## src/rtl/multicycle_ctrl.sv

```systemverilog
// Main control FSM of the multi-cycle RISC-V core: fetch/decode/execute/memory/writeback sequencing.
// Optional MULTICYCLE_ILLEGAL_TRAP_EN makes unknown opcodes enter a sticky TRAP state.
module multicycle_ctrl #(
  parameter int unsigned CNT_W = 32
) (
  input  logic             clk,
  input  logic             reset,
  input  logic [6:0]       op,
  input  logic             mem_ready,
  output logic             pc_update,
  output logic             branch,
  output logic             reg_write,
  output logic             mem_write,
  output logic             ir_write,
  output logic             adr_src,
  output logic [1:0]       alu_src_a,
  output logic [1:0]       alu_src_b,
  output logic [1:0]       alu_op,
  output logic [1:0]       result_src,
  output logic [3:0]       state,
  output logic [CNT_W-1:0] instret,
  output logic             illegal_op
);

  localparam logic [6:0] OP_LW   = 7'b0000011;
  localparam logic [6:0] OP_SW   = 7'b0100011;
  localparam logic [6:0] OP_R    = 7'b0110011;
  localparam logic [6:0] OP_I    = 7'b0010011;
  localparam logic [6:0] OP_JAL  = 7'b1101111;
  localparam logic [6:0] OP_BEQ  = 7'b1100011;

  typedef enum logic [3:0] {
    S_FETCH    = 4'd0,
    S_DECODE   = 4'd1,
    S_MEMADR   = 4'd2,
    S_MEMREAD  = 4'd3,
    S_MEMWB    = 4'd4,
    S_MEMWRITE = 4'd5,
    S_EXECR    = 4'd6,
    S_EXECI    = 4'd7,
    S_JAL      = 4'd8,
    S_ALUWB    = 4'd9,
    S_BEQ      = 4'd10,
    S_TRAP     = 4'd11
  } state_t;

  state_t           state_q, state_d;
  logic [CNT_W-1:0] instret_q;
  logic             retire_c;
  logic             pc_update_c, branch_c, reg_write_c, mem_write_c, ir_write_c;
`ifdef MULTICYCLE_ILLEGAL_TRAP_EN
  logic             illegal_c;
`endif

  // State register
  always_ff @(posedge clk or negedge reset) begin
    if (!reset) state_q <= S_FETCH;
    else        state_q <= state_d;
  end

  // Next-state and Moore output decode
  always_comb begin
    state_d     = state_q;
    retire_c    = 1'b0;
    pc_update_c = 1'b0;
    branch_c    = 1'b0;
    reg_write_c = 1'b0;
    mem_write_c = 1'b0;
    ir_write_c  = 1'b0;
    adr_src     = 1'b0;
    alu_src_a   = 2'b00;
    alu_src_b   = 2'b00;
    alu_op      = 2'b00;
    result_src  = 2'b00;
`ifdef MULTICYCLE_ILLEGAL_TRAP_EN
    illegal_c   = 1'b0;
`endif
    case (state_q)
      S_FETCH: begin
        alu_src_b   = 2'b10;
        result_src  = 2'b10;
        ir_write_c  = mem_ready;
        pc_update_c = mem_ready;
        if (mem_ready) state_d = S_DECODE;
      end
      S_DECODE: begin
        alu_src_a = 2'b01;
        alu_src_b = 2'b01;
        case (op)
          OP_LW, OP_SW: state_d = S_MEMADR;
          OP_R:         state_d = S_EXECR;
          OP_I:         state_d = S_EXECI;
          OP_JAL:       state_d = S_JAL;
          OP_BEQ:       state_d = S_BEQ;
`ifdef MULTICYCLE_ILLEGAL_TRAP_EN
          default:      state_d = S_TRAP;
`else
          default:      state_d = S_FETCH;
`endif
        endcase
      end
      S_MEMADR: begin
        alu_src_a = 2'b10;
        alu_src_b = 2'b01;
        state_d   = (op == OP_LW) ? S_MEMREAD : S_MEMWRITE;
      end
      S_MEMREAD: begin
        adr_src = 1'b1;
        if (mem_ready) state_d = S_MEMWB;
      end
      S_MEMWB: begin
        result_src  = 2'b01;
        reg_write_c = 1'b1;
        retire_c    = 1'b1;
        state_d     = S_FETCH;
      end
      S_MEMWRITE: begin
        adr_src     = 1'b1;
        mem_write_c = 1'b1;
        if (mem_ready) begin
          retire_c = 1'b1;
          state_d  = S_FETCH;
        end
      end
      S_EXECR: begin
        alu_src_a = 2'b10;
        alu_op    = 2'b10;
        state_d   = S_ALUWB;
      end
      S_EXECI: begin
        alu_src_a = 2'b10;
        alu_src_b = 2'b01;
        alu_op    = 2'b10;
        state_d   = S_ALUWB;
      end
      S_JAL: begin
        alu_src_a   = 2'b01;
        alu_src_b   = 2'b10;
        pc_update_c = 1'b1;
        state_d     = S_ALUWB;
      end
      S_ALUWB: begin
        reg_write_c = 1'b1;
        retire_c    = 1'b1;
        state_d     = S_FETCH;
      end
      S_BEQ: begin
        alu_src_a = 2'b10;
        alu_op    = 2'b01;
        branch_c  = 1'b1;
        retire_c  = 1'b1;
        state_d   = S_FETCH;
      end
`ifdef MULTICYCLE_ILLEGAL_TRAP_EN
      S_TRAP: begin
        illegal_c = 1'b1;
        state_d   = S_TRAP;
      end
`endif
      default: state_d = S_FETCH;
    endcase
  end

  // Retired-instruction counter; wraps naturally
  always_ff @(posedge clk or negedge reset) begin
    if (!reset)        instret_q <= '0;
    else if (retire_c) instret_q <= instret_q + CNT_W'(1);
  end

  // Write enables are held off while reset is asserted
  assign pc_update = reset & pc_update_c;
  assign branch    = reset & branch_c;
  assign reg_write = reset & reg_write_c;
  assign mem_write = reset & mem_write_c;
  assign ir_write  = reset & ir_write_c;
  assign state     = 4'(state_q);
  assign instret   = instret_q;
`ifdef MULTICYCLE_ILLEGAL_TRAP_EN
  assign illegal_op = reset & illegal_c;
`else
  assign illegal_op = 1'b0;
`endif

endmodule

```

## config.mk

```make
export PLATFORM = sky130hd
export DESIGN_NAME = multicycle_ctrl
export DESIGN_NICKNAME = d
export VERILOG_FILES = /design/src/rtl/multicycle_ctrl.sv
export SDC_FILE = /design/constraint.sdc
export NUM_CORES = 1
export LEC_CHECK = 0
export CELL_PAD_IN_SITES_DETAIL_PLACEMENT = 1
export CELL_PAD_IN_SITES_GLOBAL_PLACEMENT = 1
export CORE_UTILIZATION = 38
export CTS_BUF_LIST = sky130_fd_sc_hd__clkbuf_4 sky130_fd_sc_hd__clkbuf_8 sky130_fd_sc_hd__clkbuf_16
export DETAILED_ROUTE_END_ITERATION = 16
export PLACE_DENSITY = 0.92
export SLEW_MARGIN = 0
export SYNTH_ARGS = -nofsm -noshare
export SYNTH_HDL_FRONTEND = slang
export SYNTH_SLANG_ARGS = --single-unit
export TNS_END_PERCENT = 30
```

## constraint.sdc

```tcl
create_clock -name clk -period 3.7 [get_ports clk]
set_input_delay 0.925 -clock clk [delete_from_list [all_inputs] [get_ports clk]]
set_output_delay 0.925 -clock clk [all_outputs]
set_load 0.02 [all_outputs]
```

==> impl_results.md <==
* Outcome: finished clean
* Sw frac at 28.4%
* Cell Area, Synth at approximately 2000 um2
* Worst Hold Class: primary input to asynchronous set/reset pin
* Drt drc at 0
* Switching power at 286 uW
* Hold Worst Slack at 0.436 ns
* Root buf cell: clkbuf_8
* Worst path arrival time at 2.31 ns
* Minimum clock period at 3.23 ns
* Synth Area per Inst at 9.86 um2
* Mapped Nets at 214
* Worst EP required at 2.77 ns
* Leading cell type in the layout, fill and taps excluded: clkdlybuf4s50_1
* CTS Hold Bufs at 0
* Startpoint types: primary input
* Total number of yosys warnings at 0
* WL/cell at around 16 um
* Actual slew at the worst max-slew pin at between 0.7 and 0.8 ns
* Number of distinct library cells after synthesis at 46
* Kind of critical path: primary input to output pin
* Register bit total from synthesis at 36
* Core Box Area at 5070 um2
* Fmax at 309 MHz
* Port Buffers at roughly 60
* Overflow after GRT at 0
* Via/cell ratio at 5.18
* Worst VDD drop at 285 uV
* Crit Path Max Fanout at 4
* Fraction of registers with async set/reset at 100%
* Largest net degree at the start of global routing at 36
* Clk pwr share at 34.4%
* Finished Core Util at 54.5%
* Leakage at 0.00117 uW
* Fillers at 586
* Power per cell area at 365 nW/um2
* Part of the power in registers at 44.8%
* GPL Wtd Cong at 0.795
* Vias in the first global route at 1777
* Clk sink count at 36
* Die Wd at ~75 um
* DP Worst Slack at around 0.46 ns
* Die area at between 5000 and 6000 um2
* Antenna violations before repair at 0
* Commonest non-fill, non-tap cells in the layout: clkdlybuf4s50_1, dfrtp_1, xnor2_1
* Routed Wire Length at 5200 um
* Post-CTS sizing at 0
* TritonCTS clock tree: built
* Area delta synth->final at 38.2%
* Crit. End Element: output pin
* Clock Skew at 0.00881 ns
* Post-CTS Setup Repair Bufs at 0
* Worst rel slew slack at 48.7%
* Synth Instances at about 200
* RSZ-0062 raised after global routing: false
* Final slew viol count at 0
* Clock buffer depth at 2
* Final worst path period share at 87.4%
* FP Rows at 26
* Antenna diode instance count at 0
* Initial Util at 39.4%
* Nets at between 200 and 300
* Setup ws final at 0.465 ns
* Skew-Pair Late Insertion Delay at between 0.2 and 0.3 ns
* Die H at 74.6 um
* DRT antenna net count at 0
* Drt pass-1 iters at 4
* Logic pwr share at between 20% and 30%
* Pint at a little over 700 uW
* Share of post-route cells with drive strength above 1 at 7.20%
* Number of flops mapped to enable cells by yosys at 0
* Final hold vios at 0
* Finish-stage setup viols at 0
* First-pass GRT wire length at 8390 um
* HPWL after detailed placement at approximately 3800 um
* Register area share after synthesis at 45.0%
* IO Count at 61
* Synth Flop Type: dfrtp_1
* Htree depth at 2
* Max Cap Viol at 0
* Final setup TNS at 0 ns
* Num CTS Buffers at 5
* Clock-pin transition on the worst setup and hold timing paths at 0.07 ns
* GRT Total Usage at about a fifth
* 1st-iter DRT viols at between 60 and 70
* Vias at around 1700
[power groups by stage]
| stage | clock (uW) | combinational [uW] | sequential (uW) |
|---|---|---|---|
| final | 347 | 210 | 452 |
| after global placement | 0 | 205 | 458 |
| after CTS | 359 | 213 | 452 |
| after global routing | 369 | 228 | 455 |
| after floorplan | 0 | 94.7 | 469 |
| after detailed placement | 0 | 212 | 460 |
[cell type report]
cell class | instances | area [um2] | area share (%)
clock buffer | 6 | 76.3 | 2.76
clock inverter | 2 | 35.0 | 1.27
inverter | 5 | 18.8 | 0.679
multi-input combinational | 154 | 1050 | 37.8
sequential | 36 | 901 | 32.6
tap | 70 | 87.6 | 3.17
timing repair buffer | 61 | 601 | 21.7
[flip-flops by register name, summed over array words and instances, names as in the netlist]
| register | cells |
|---|---|
| state | 4 |
| instret | 32 |
[worst max-delay path: stages]
cell,delay [ns]
clkdlybuf4s50_1,0.50
inv_1,0.09
nor3_1,0.17
clkdlybuf4s50_1,0.63
[metal layers]
metal / vias to the layer above / GRT usage (%) / part of all wire, %
met4: 0 / 9.22 / 2.3
met1: 856 / 25.8 / 44
met2: 43 / 33.2 / 50
met5: - / 0 / 0
li1: 822 / - / -
met3: 10 / 4.34 / 3.9
[logic make-up (layout without fill, tap and decap cells)]
family                   after synthesis  after routing  synth area share [%]
adder cells (fa/ha/maj)                1              1                 0.625
other                                  1              1                 0.187
buffers and inverters                 13             74                  2.69
AND/OR/NAND/NOR                       99             99                  28.7
XOR/XNOR                              34             34                  14.9
AO/OA/AOI/OAI                         17             17                  6.82
flip-flops                            36             36                  45.0
multiplexers                           2              2                  1.06
[through the flow]
step | std cells | instance area (um2) | power (uW)
finish | 334 | 2770 | 1010
global route | 334 | 2770 | 1050
CTS | 334 | 2770 | 1020
detailed placement | 326 | 2650 | 672
global placement | 326 | 2650 | 663
floorplan | 203 | 2000 | 563
[synthesized netlist by cell type (2+ instances only)]
cell type  instances  area share (%)
nor4_1             4             1.3
inv_1              5            0.94
and4_1             2            0.88
nand2_1           21             3.9
nand3_1           13             3.3
dfrtp_1           36              45
and2_1             2            0.63
xor2_1            12             5.3
nor2_1            14             2.6
a22oi_1            2            0.75
a21oi_1            3            0.75
o21ai_0            3            0.75
nor2b_1            3            0.94
nand2b_1           5             1.6
nand4_1            5             1.6
nor3_1            11             2.8
or3_1              4             1.3
and3_1             5             1.6
clkbuf_1           5            0.94
xnor2_1           22             9.6
[worst paths after layout]
path	start	endpoint	slack, ns	depth (start not counted)
worst max-delay path	mem_ready	ir_write	0.47	4
worst min-delay path	reset	state[0]$_DFFE_PN0P_	0.44	1
worst max register to register	state[1]$_DFFE_PN0P_	instret[14]$_DFFE_PN0P_	1.19	5
worst min register to register	instret[31]$_DFFE_PN0P_	instret[31]$_DFFE_PN0P_	0.49	1
max in group asynchronous	reset	instret[13]$_DFFE_PN0P_	2.62	2
min in group clk	instret[31]$_DFFE_PN0P_	instret[31]$_DFFE_PN0P_	0.49	1
Note: power is estimated with default switching activity, not from simulation.
